--- src/rtl/vga_output_stage.sv ---
// vga_output_stage
//
// Display back end for the VGA path. Owns the pixel-clock divider and the
// raster counters, publishes the current raster position to the upstream
// pixel stage, and registers that stage's colour together with the sync
// and blanking signals, delayed so that all DAC-side pins stay aligned.
//
// Ports:
//   clk          in   system clock
//   reset        in   asynchronous, active-high reset
//   rgb_in       in   24-bit upstream colour {R,G,B}, valid PIPE_DELAY ticks
//                     after the matching pix_x/pix_y
//   pix_x/pix_y  out  current raster position (0..H_TOTAL-1, 0..V_TOTAL-1)
//   pix_tick     out  one-clk strobe marking a pixel advance
//   frame_start  out  one-clk strobe on the tick at raster position (0,0)
//   vga_r/g/b    out  registered colour, forced to zero outside the visible area
//   hsync/vsync  out  active-low sync pulses
//   blank_n      out  low outside the visible region
//   vga_clk      out  pixel clock to the DAC
module vga_output_stage #(
    parameter int unsigned H_VISIBLE  = 640,
    parameter int unsigned H_FRONT    = 16,
    parameter int unsigned H_SYNC     = 96,
    parameter int unsigned H_BACK     = 48,
    parameter int unsigned V_VISIBLE  = 480,
    parameter int unsigned V_FRONT    = 10,
    parameter int unsigned V_SYNC     = 2,
    parameter int unsigned V_BACK     = 33,
    parameter int unsigned CLK_DIV    = 2,
    parameter int unsigned PIPE_DELAY = 2
) (
    input  logic        clk,
    input  logic        reset,
    input  logic [23:0] rgb_in,
    output logic [9:0]  pix_x,
    output logic [9:0]  pix_y,
    output logic        pix_tick,
    output logic        frame_start,
    output logic [7:0]  vga_r,
    output logic [7:0]  vga_g,
    output logic [7:0]  vga_b,
    output logic        hsync,
    output logic        vsync,
    output logic        blank_n,
    output logic        vga_clk
);

    localparam int unsigned H_TOTAL = H_VISIBLE + H_FRONT + H_SYNC + H_BACK;
    localparam int unsigned V_TOTAL = V_VISIBLE + V_FRONT + V_SYNC + V_BACK;
    localparam int unsigned DIV_W   = $clog2(CLK_DIV);

    localparam logic [DIV_W-1:0] DIV_LAST = DIV_W'(CLK_DIV - 1);
    localparam logic [9:0] H_LAST = 10'(H_TOTAL - 1);
    localparam logic [9:0] V_LAST = 10'(V_TOTAL - 1);
    localparam logic [9:0] H_ACT  = 10'(H_VISIBLE);
    localparam logic [9:0] V_ACT  = 10'(V_VISIBLE);
    localparam logic [9:0] HS_BEG = 10'(H_VISIBLE + H_FRONT);
    localparam logic [9:0] HS_END = 10'(H_VISIBLE + H_FRONT + H_SYNC - 1);
    localparam logic [9:0] VS_BEG = 10'(V_VISIBLE + V_FRONT);
    localparam logic [9:0] VS_END = 10'(V_VISIBLE + V_FRONT + V_SYNC - 1);

    logic [DIV_W-1:0] div_q, div_d;
    logic [9:0]       h_q, h_d;
    logic [9:0]       v_q, v_d;

    // Delay line for {hs, vs, act}; index PIPE_DELAY-1 is the oldest stage.
    logic [PIPE_DELAY-1:0] hs_pipe_q;
    logic [PIPE_DELAY-1:0] vs_pipe_q;
    logic [PIPE_DELAY-1:0] act_pipe_q;

    logic hs_cur;
    logic vs_cur;
    logic act_cur;

    // Divider and raster counters
    assign pix_tick = (div_q == DIV_LAST);
    assign vga_clk  = div_q[DIV_W-1];

    always_comb begin
        div_d = pix_tick ? '0 : div_q + DIV_W'(1);
        h_d   = h_q;
        v_d   = v_q;
        if (pix_tick) begin
            if (h_q == H_LAST) begin
                h_d = '0;
                v_d = (v_q == V_LAST) ? '0 : v_q + 10'd1;
            end else begin
                h_d = h_q + 10'd1;
            end
        end
    end

    always_ff @(posedge clk or posedge reset) begin
        if (reset) begin
            div_q <= '0;
            h_q   <= '0;
            v_q   <= '0;
        end else begin
            div_q <= div_d;
            h_q   <= h_d;
            v_q   <= v_d;
        end
    end

    assign pix_x       = h_q;
    assign pix_y       = v_q;
    // Not delayed: marks the position being published, not the pixel on the pins.
    assign frame_start = pix_tick && (h_q == '0) && (v_q == '0);

    // Decode of the position currently being published
    assign hs_cur  = !((h_q >= HS_BEG) && (h_q <= HS_END));
    assign vs_cur  = !((v_q >= VS_BEG) && (v_q <= VS_END));
    assign act_cur = (h_q < H_ACT) && (v_q < V_ACT);

    // Reset loads the idle timing so no stale sync pulse leaks out after reset.
    always_ff @(posedge clk or posedge reset) begin
        if (reset) begin
            hs_pipe_q  <= '1;
            vs_pipe_q  <= '1;
            act_pipe_q <= '0;
        end else if (pix_tick) begin
            hs_pipe_q[0]  <= hs_cur;
            vs_pipe_q[0]  <= vs_cur;
            act_pipe_q[0] <= act_cur;
            for (int k = 1; k < PIPE_DELAY; k++) begin
                hs_pipe_q[k]  <= hs_pipe_q[k-1];
                vs_pipe_q[k]  <= vs_pipe_q[k-1];
                act_pipe_q[k] <= act_pipe_q[k-1];
            end
        end
    end

    // DAC-side output registers; rgb_in is sampled on the same tick edge that
    // the matching timing bits leave the delay line.
    always_ff @(posedge clk or posedge reset) begin
        if (reset) begin
            hsync   <= 1'b1;
            vsync   <= 1'b1;
            blank_n <= 1'b0;
            vga_r   <= '0;
            vga_g   <= '0;
            vga_b   <= '0;
        end else if (pix_tick) begin
            hsync   <= hs_pipe_q[PIPE_DELAY-1];
            vsync   <= vs_pipe_q[PIPE_DELAY-1];
            blank_n <= act_pipe_q[PIPE_DELAY-1];
            if (act_pipe_q[PIPE_DELAY-1]) begin
                vga_r <= rgb_in[23:16];
                vga_g <= rgb_in[15:8];
                vga_b <= rgb_in[7:0];
            end else begin
                vga_r <= '0;
                vga_g <= '0;
                vga_b <= '0;
            end
        end
    end

endmodule

--- config.mk ---
export PLATFORM = sky130hd
export DESIGN_NAME = vga_output_stage
export DESIGN_NICKNAME = d
export VERILOG_FILES = /design/src/rtl/vga_output_stage.sv
export SDC_FILE = /design/constraint.sdc
export NUM_CORES = 1
export LEC_CHECK = 0
export CORE_MARGIN = 2
export CORE_UTILIZATION = 46
export DETAILED_ROUTE_END_ITERATION = 8
export PLACE_DENSITY = 0.84
export SYNTH_ARGS = -nofsm -noshare
export SYNTH_HDL_FRONTEND = slang
export SYNTH_SLANG_ARGS = --single-unit
--- constraint.sdc ---
create_clock -name clk -period 2.02 [get_ports clk]
set_input_delay 0.404 -clock clk [delete_from_list [all_inputs] [get_ports clk]]
set_output_delay 0.404 -clock clk [all_outputs]
set_load 0.01 [all_outputs]
## Word-level counts from Yosys, hierarchy flattened

Index checks and enable logic that the tools add are counted.

| storage, ports and cells | value |
|---|---|
| register bits | 54 |
| bits in latches | 0 |
| memory bits (writable) | 0 |
| bits in read-only memories | 0 |
| bits of input ports | 26 |
| output and inout port bits | 50 |
| logic and storage cells | 39 |
| memories kept | 0 |

| operators by class | value |
|---|---|
| add/subtract/negate cells | 3 |
| $mul | 0 |
| divide/modulo/power cells | 0 |
| $lt $le $gt $ge | 6 |
| equality and inequality tests | 2 |
| shifts and indexed selects | 0 |
| multiplexer cells | 6 |
| bitwise logic cells | 0 |
| reductions and logical operators | 10 |

Operator list:

| operator | count |
|---|---|
| 8-bit 2-to-1 mux | 3 |
| 10-bit by 1-bit adder with 10-bit output (second input constant) | 2 |
| 10-bit equality test (second input constant) | 2 |
| 10-bit zero test | 2 |
| 10-bit 2-to-1 mux | 2 |
| 10-bit greater-or-equal comparator (second input constant) | 1 |
| 10-bit by 9-bit greater-or-equal comparator with 1-bit output (second input constant) | 1 |
| 10-bit less-or-equal comparator (second input constant) | 1 |
| 10-bit by 9-bit less-or-equal comparator with 1-bit output (second input constant) | 1 |
| 10-bit < comparator (second input constant) | 1 |
| 10-bit by 9-bit < comparator with 1-bit output (second input constant) | 1 |
| 1-bit logical AND | 5 |
| 1-bit zero test | 2 |
| 2-bit AND reduction | 1 |
| 1-bit adder (second input constant) | 1 |
| 1-bit 2-to-1 mux | 1 |

## Logic depth before layout (Yosys ltp)

| logic depth | value |
|---|---|
| depth after elaboration | 3 |
| gate-level depth with buffers | 7 |

## Worst setup path after synthesis

Ideal clock, no wire load.

| timing | value |
|---|---|
| path kind | register to output |
| start | reg h_q[5] (netlist: pix_x[5]) |
| end | out frame_start |
| arrival time | 1547 ps |
| required time | 1616 ps |
| path slack | 69 ps |
| stages on the path, launching flop included | 4 |
| cells stage by stage | dfrtp_1 -> buf_6 -> or4_2 -> nor4_1 |

| between the ends | value |
|---|---|
| word-level cells in the longest chain between the ends | 3 |

Ends and longest elaborated chain:

| what | line | text |
|---|---|---|
| start: declaration | 63 | `logic [9:0] h_q, h_d;` |
| start signal: assignment | 96 | `h_q <= '0;` |
| start signal: assignment | 100 | `h_q <= h_d;` |
| 10-bit zero test | 108 | `assign frame_start = pix_tick && (h_q == '0) && (v_q == '0);` |
| 1-bit logical AND (2 in a row) | 108 |  |
| end: declaration | 38 | `output logic frame_start,` |

Every way passes these cells.

## Worst setup path in the final report

| timing | value |
|---|---|
| start | reg v_q[9] (netlist: pix_y[9]) |
| end | out frame_start |

| between the ends | value |
|---|---|
| word-level cells in the longest chain between the ends | 2 |

Ends and longest elaborated chain:

| what | line | text |
|---|---|---|
| start: declaration | 64 | `logic [9:0] v_q, v_d;` |
| start signal: assignment | 101 | `v_q <= v_d;` |
| 10-bit zero test | 108 |  |
| 1-bit logical AND | 108 |  |

Every way passes these cells.

==> out/results.tsv <==
metric	value	unit
synth_area_leaders	dfrtp_1 49%, a22o_1 8.6%, dfstp_2 6.5%, ha_1 2.6%, mux2_2 2.3%	
fmax	504.9	MHz
dieArea	5908	um^2
ys_ff_latch	54	
drt-pass1-iter-count	4	
slowest_delay	0.53	ns
maxSlewViolCount	0	
final_cell_area	3523	um^2
first_global_vias	1884	
rows	26	
rsz0062_at_grt	yes	
hpwlAfterDp	3906	um
min_path_type	primary input to async pin	
final_util	0.6899	
placed_area	3378	um^2
synth_commonest_cells	48 x dfrtp_1, 24 x a22o_1, 13 x nand2_1	
drive_gt1_frac	0.2033	
finalPower	2.000	mW
cp_data_arrival_time	1.58	ns
synth_most_common_cell	dfrtp_1	
leakage	1.556	nW
gr-usage-met2	0.3149	
whs	0.4414	ns
synth_top_area_frac	0.4918	
gp_congestion	0.8172	
synth-edff-count	0	
ios	76	
cts.path.max_buffers	2	
grt.busiest_layer	met2	
startpoint_type	flip-flop	
relSlewSlack	0.3856	
nets	330	
chipHeight	76.87	um
initial_core_util	0.4782	
period_minus_slack	1.981	ns
r2r-start	pix_x[5]	
grt_max_degree	55	
cts_hold_buf	0	
fp.dieW	76.87	um
synth.largest_area_cell	dfrtp_1	
ys_types	44	
slowest_stage	or4_4	
io_buffers	75	
cp_data_required_time	1.62	ns
ys_seq_area_frac	0.5564	
reg2reg_to	pix_y[6]	
drv_cap	0	
met1_usage	0.2653	
syn_inst	206	
tns	0	ns
ff2ff_setup_slack	0.24	ns
clock_sinks	54	
setup_viol	0	
cp-end-kind	output port	
crit_path_start	pix_y[9]	
routed_wirelength	5606	um
crit_fanout	2	
numCtsBuffers	5	
first_iter_violations	84	
grt_pass1_wl	9287	um
via_count	1982	
cts_htree_levels	2	
powerDensity	567.6	nW/um^2
status	complete, no violations	
grt_usage	0.1955	
vdd_drop_max	0.4327	mV
diodes	0	
yosys_warnings	0	
grt.overflow.total	0	
root_buffer	clkbuf_8	
routedWlPerCell	15.15	um
syn_area_per_cell	11.86	um^2
synth-async-reset-ratio	1.000	
core	5107	um^2
hold_viol	0	
cts_tree	done	
cp_num_buf_inv	1	
path_cells	or4_4, nor4_2, buf_2	
drcViolationCount	0	
finalCritPeriodShare	0.9806	
clk-insertion-delay-late	0.31	ns
r2r_cells	5	
fin_worst_skew	0.01070	ns
critPathKind	flip-flop to output port	
ant_nets	0	
antenna_found_initial	0	
vias_per_cell	5.357	
path_clk_slew	0.10	ns
tightestPinTransition	0.9217	ns
synth_fp_nets	237	
met3_usage	0.03765	
area_growth_syn_to_layout	44.26	%
syn-cell-area	2442	um^2
yosys_most_used_dff	dfrtp_1	
fillerInstances	407	
critPathTopFamily	simple AND/OR/NAND/NOR gates	
[worst max-delay path by stage]
stage               slack, ns           to  cells after the start
global route            -0.06  frame_start                      3
global placement        -0.14  frame_start                      3
detailed placement      -0.15  frame_start                      3
finish                   0.04  frame_start                      3
floorplan                0.07  frame_start                      3
CTS                     0.009  frame_start                      3
[cell usage in the layout, fill, tap and decap left out, drive strengths merged, types with 2 or more instances in the layout]
master / synthesis / layout
and3: 2 / 2
inv: 8 / 9
nand2: 14 / 14
mux2: 5 / 5
clkbuf: 6 / 5
xor2: 5 / 5
a22o: 24 / 24
a21oi: 2 / 2
o21ai: 9 / 9
nor2: 10 / 10
and4: 2 / 2
ha: 5 / 5
nand4: 8 / 8
mux2i: 2 / 2
nor4: 4 / 4
nor4b: 3 / 3
buf: 8 / 26
a31oi: 2 / 2
clkdlybuf4s50: 0 / 74
dfrtp: 48 / 48
and2: 3 / 3
xnor2: 6 / 6
nand3: 6 / 6
nand4b: 2 / 2
nor3: 9 / 9
dfstp: 6 / 6
[metal layers]
metal / vias to the layer above / wire [um]
met1: 980 / 2429
met5: - / 0
met4: 0 / 78
met3: 9 / 293
met2: 67 / 2805
li1: 926 / -
[tightest hold or removal path: stages]
cell and delay, ns:
clkdlybuf4s50_1 0.41, inv_2 0.07, buf_12 0.26
[power breakdown]
part	total, mW	switching, mW	internal, mW	leakage (nW)
registers	1.12	0.0138	1.11	0.648
clock network	0.723	0.352	0.372	0.0585
logic	0.158	0.0554	0.102	0.849
total	2.00	0.421	1.58	1.56
[registers in the layout (all words and copies together), names as in the netlist]
| name | cells |
|---|---|
| act_pipe_q | 2 |
| blank_n | 1 |
| pix_x | 10 |
| vga_r | 8 |
| vga_g | 8 |
| vga_b | 8 |
| vs_pipe_q | 2 |
| vsync | 1 |
| pix_tick | 1 |
| hsync | 1 |
| hs_pipe_q | 2 |
| pix_y | 10 |
[cells by family (layout without fill, tap and decap cells)]
| family | Yosys count | count (layout) | share of synthesized area |
|---|---|---|---|
| fa+ha+maj | 5 | 5 | 0.02561 |
| compound gates | 40 | 40 | 0.1230 |
| simple gates | 67 | 67 | 0.1732 |
| xor+xnor | 11 | 11 | 0.03945 |
| buf+inv | 22 | 116 | 0.05122 |
| mux | 7 | 7 | 0.03125 |
| flops | 54 | 54 | 0.5564 |
[stage by stage]
stage / instances / setup WS [ns]
after floorplan: 206 / 0.06875
after global placement: 361 / -0.1356
after detailed placement: 361 / -0.1547
after CTS: 370 / 0.008866
after global routing: 370 / -0.05555
final: 370 / 0.03927
[what timing repair did]
| action | 4_1_cts | 5_1_grt |
|---|---|---|
| pin swaps | 1 | 1 |
| gates resized for setup | 8 | 2 |
| setup buffers | 1 | 0 |
| endpoints found under the setup margin | 1 | 1 |
[layout make-up]
class	count	area [um^2]	share of cell area
inverters	8	30.03	0.008523
clock buffers	5	68.82	0.01953
clock inverters	3	43.79	0.01243
flip-flops and latches	54	1359	0.3857
repair buffers	100	945.9	0.2685
multi-input cells	130	988.4	0.2805
well taps	70	87.58	0.02486
(Power assumes the default switching activity.)
==> RTL change 1 (same settings) <==
`CLK_DIV`: 2 -> 4.
--- a/src/rtl/vga_output_stage.sv
+++ b/src/rtl/vga_output_stage.sv
@@ -27,5 +27,5 @@
     parameter int unsigned V_SYNC     = 2,
     parameter int unsigned V_BACK     = 33,
-    parameter int unsigned CLK_DIV    = 2,
+    parameter int unsigned CLK_DIV    = 4,
     parameter int unsigned PIPE_DELAY = 2
 ) (
Behaviour: not the same (Yosys sat finds a counterexample within 4 cycles, from zero or initial values and one cycle with reset high).
==> RTL change 1 against the unedited design <==
  * The flow now finishes with violations (negative setup slack)
  * Clock power decreased by 18%
  * Clock skew shrank 3.8 ps
  * Via count grew 4.6%
  * Wire length is 4.6% higher
  * Synthesized cell count up 19%
  * Final area rose by 2.6%
  * Synthesized area is 0.15% higher
  * Sequential cell count grew 1
  * Worst setup slack worse by 40 ps
  * Total power shrank 5.6%
  * Largest power group unchanged
  * Highest routed layer unchanged
==> RTL change 1: results (changes against the unedited design) <==
CP max stage delay: 400 ps (-130 ps)
Setup TNS: -0.508 ps (-0.508 ps)
Vias in the first global route: 2008 (+6.6%)
Adder-cell share of the synthesized area: 3.07% (+0.51 points)
RD Place Congestion: 0.858 (+5.0%)
Leak: 1.60 nW (+2.9%)
Maximum VDD drop: 0.279 mV (-35%)
Via count: 2074 (+4.6%)
Final setup viols: 1 (+1)
Pwr Density: 522 nW/um^2 (-8.0%)
Post-synth top cells: dfrtp_1, inv_1, o21ai_0
Final clock skew: 6.89 ps (-3.81 ps)
Fin nets: 380 (+15%)
# fillers: 399 (-2.0%)
Sw Pwr: 0.427 mW (+1.4%)
Ranking of synthesized cells by area: dfrtp_1, o21ai_0, dfstp_2
Total track usage: 20.6% (+1.0 points)
Share of post-route cells with drive strength above 1: 17.5% (-2.9 points)
Run status: finished, violations left
Failing checks: negative setup slack
Area Growth Syn to Fin: 47.8%
Pre-CTS WS: -266 ps (-112 ps)
Mux contribution to synthesized area: 3.63% (+0.51 points)
Initial drt markers: 92 (+9.5%)
Post-route worst setup slack: -0.508 ps (-39.8 ps)
[RTL change 1: cell types whose count changed after synthesis, sizes merged, moves of 3 or more]
cell,unedited run,this run
inv,8,33
o21ai,9,33
a22o,24,1
nand2,14,30
buf,8,3
nand3,6,10
nand4,8,4
nor2,10,7
nor4b,3,0
[RTL change 1: power by group through the flow]
stage	logic [mW]	clock network (mW)	registers [mW]
floorplan	0.0316	0	1.17
global placement	0.155	0	1.16
detailed placement	0.159	0	1.16
CTS	0.160	0.616	1.14
global route	0.171	0.658	1.14
finish	0.157	0.594	1.14
[RTL change 1: path summary, 6_finish.rpt]
check                         start      endpoint  slack [ps]  cells after the start
hold / removal                reset      vga_b[6]         400                      2
max in group asynchronous     reset  vs_pipe_q[0]        1030                      3
setup / recovery           div_q[0]   frame_start        -0.5                      5
setup reg to reg           div_q[0]      pix_y[9]          80                      6
hold reg to reg            div_q[0]      div_q[0]         480                      1
min in group clk           div_q[0]      div_q[0]         480                      1
[RTL change 1: through the flow]
stage | hold WS, ps | power, mW | cells | utilization, % | cell area [um^2]
2_1_floorplan | 459 | 1.20 | 245 | - | 2460
3_3_place_gp | 471 | 1.31 | 411 | 68.6 | 3500
3_5_place_dp | 475 | 1.32 | 411 | 68.6 | 3500
4_1_cts | 400 | 1.91 | 419 | 70.7 | 3610
5_1_grt | 416 | 1.97 | 419 | 70.8 | 3620
6_report | 399 | 1.89 | 419 | 70.8 | 3620
[RTL change 1: cells by family after synthesis]
family / after synthesis
AO/OA/AOI/OAI: 44
XOR/XNOR: 10
adder cells (fa/ha/maj): 6
buffers and inverters: 44
flip-flops: 55
multiplexers: 8
AND/OR/NAND/NOR: 78
[RTL change 1: cell type report]
cell class,count,area (um^2),area share [%]
flip-flops and latches,55,1380,38.3
clock inverters,3,20.0,0.554
clock buffers,5,68.8,1.90
well taps,70,87.6,2.42
multi-input cells,146,931,25.7
inverters,33,124,3.43
repair buffers,107,1000,27.7
[RTL change 1: per-layer routing]
metal,GRT usage (%),share of wire [%],up-vias
met5,0,0,-
met4,5.64,1.0,0
met3,4.59,5.1,6
met2,34.0,47,63
met1,27.4,46,988
li1,-,-,1017
[RTL change 1: timing repair]
action                     4_1_cts  5_1_grt
pin swaps                        3        0
gates cloned                     0        0
gates resized for setup          9        2
setup endpoints to repair        6        5
[RTL change 1: worst max-delay path: cells and delay by family (launching register included)]
kind / cells / cell delay [ps]
flops: 1 / 400
buf+inv: 1 / 170
simple gates: 3 / 590
fa+ha+maj: 1 / 150
==> RTL change 2 (config.mk and constraints unchanged) <==
Made on the original files. Put one more register stage on the output `vga_r`, with the module's reset. The value now appears one clock later. The other outputs are not delayed to match. Comments in the files are not updated.
--- a/src/rtl/vga_output_stage.sv
+++ b/src/rtl/vga_output_stage.sv
@@ -59,4 +59,6 @@
     localparam logic [9:0] VS_BEG = 10'(V_VISIBLE + V_FRONT);
     localparam logic [9:0] VS_END = 10'(V_VISIBLE + V_FRONT + V_SYNC - 1);
+
+    logic [7:0] vga_r_s0;
 
     logic [DIV_W-1:0] div_q, div_d;
@@ -138,5 +140,5 @@
             vsync   <= 1'b1;
             blank_n <= 1'b0;
-            vga_r   <= '0;
+            vga_r_s0 <= '0;
             vga_g   <= '0;
             vga_b   <= '0;
@@ -146,9 +148,9 @@
             blank_n <= act_pipe_q[PIPE_DELAY-1];
             if (act_pipe_q[PIPE_DELAY-1]) begin
-                vga_r <= rgb_in[23:16];
+                vga_r_s0 <= rgb_in[23:16];
                 vga_g <= rgb_in[15:8];
                 vga_b <= rgb_in[7:0];
             end else begin
-                vga_r <= '0;
+                vga_r_s0 <= '0;
                 vga_g <= '0;
                 vga_b <= '0;
@@ -157,4 +159,12 @@
     end
 
+    always_ff @(posedge clk or posedge reset) begin
+        if (reset) begin
+            vga_r <= '0;
+        end else begin
+            vga_r <= vga_r_s0;
+        end
+    end
+
 endmodule
 
Formal check against the unedited RTL: not equivalent (Yosys sat finds a counterexample within 10 cycles, from zero or initial values and one cycle with reset high).
==> RTL change 2 against the unedited design <==
  * The flow now finishes with violations (negative setup slack)
  * Sequential cell count grew 8
  * Total power increased by 32%
  * Wire length up 5.3%
  * Clock skew rose by 0.73 ps
  * Synthesized area up 5.5%
  * Final area is 7.5% higher
  * Worst setup slack worse by 110 ps
  * Synthesized cell count grew 2.9%
  * Largest power group unchanged
==> RTL change 2: results (changes against the unedited design) <==
Layout non-clock buf frac: 24.8% (-2.1 points)
Post-route worst setup slack: -72.4 ps (-112 ps)
Mux contribution to synthesized area: 3.35% (+0.22 points)
Run status: finished, violations left
Fin nets: 339 (+2.7%)
Final setup viols: 1 (+1)
Hold/Removal Path Class: reg -> reg
RD Place Congestion: 0.860 (+5.3%)
P_comb: 0.162 mW (+3%)
DR vias/cell: 5.36 (about the same)
Adder-cell share of the synthesized area: 2.43% (-0.13 points)
Post-synth top cells: dfrtp_1, a22o_1, nand2_1
Clock slew at reported path FFs: 80 ps (-20 ps)
Setup TNS: -72.4 ps (-72.4 ps)
Final clock skew: 11.4 ps (+0.729 ps)
Arrival @ worst endpoint: 1690 ps (+110 ps)
Storage element area: 1560 um^2 (+15%)
First-pass GRT wire length: 9610 um (+3.5%)
Post-Syn Area: 2580 um^2 (+5.5%)
Share of post-route cells with drive strength above 1: 19.2% (-1.2 points)
Post_cts resized: 11 (+3)
Least-Margin Pin Slew: 921 ps (-1.12 ps)
Worst skew pair latency: 340 ps (+30 ps)
Design Power: 2.65 mW (+32%)
Pre-CTS WS: -359 ps (-204 ps)
Yosys cell types: 39 (-11%)
Synthesis-stage register bit count: 62 (+15%)
Post-Place Cells: 369 (+2.2%)
Syn_nets: 243 (+2.5%)
Via count: 2062 (+4.0%)
Clock tree cell share of total cell area: 5.81% (+2.6 points)
Failing checks: negative setup slack
Total track usage: 20.2% (+0.67 points)
Buffers excl. clock: 99 (-1.0%)
Post-placement cell area: 3540 um^2 (+4.7%)
Fraction of area in multi-input gates: 24.9% (-3.2 points)
Non-clk invs: 10 (+2)
Largest net degree at the start of global routing: 63 (+15%)
# Post-CTS Setup Buffers: 0 (-1)
Per-cell routed wire length: 15.3 um (+1.2%)
Critical Path Source: pix_y[1]
R2R Setup Slk: 110 ps (-130 ps)
DP HPWL: 3920 um (+0.30%)
Compound-gate portion of the synthesized area: 13.3% (+1.0 points)
Ranking of synthesized cells by area: dfrtp_1, a22o_1, dfstp_2
Leak: 1.72 nW (+11%)
Multi-In Gates: 126 (-3.1%)
RTL change 2: critical path, stage by stage (launching register included):
cell      delay (ps)
dfrtp_1          400
inv_2             80
ha_4             120
nor4b_4          200
nand2_1           90
nor4bb_1         270
buf_2            180
RTL change 2: layer usage:
layer | track usage (%) | part of all wire (%) | up-vias
met3 | 6.70 | 6.2 | 6
met1 | 25.5 | 43 | 1026
met2 | 32.1 | 50 | 74
met5 | 0 | 0 | -
li1 | - | - | 956
met4 | 8.62 | 1.5 | 0
RTL change 2: logic make-up (layout without fill, tap and decap cells):
group | Yosys count | after routing
adder cells (fa/ha/maj) | 5 | 5
AO/OA/AOI/OAI | 46 | 46
flip-flops | 62 | 62
AND/OR/NAND/NOR | 59 | 59
XOR/XNOR | 8 | 8
multiplexers | 8 | 8
buffers and inverters | 24 | 125
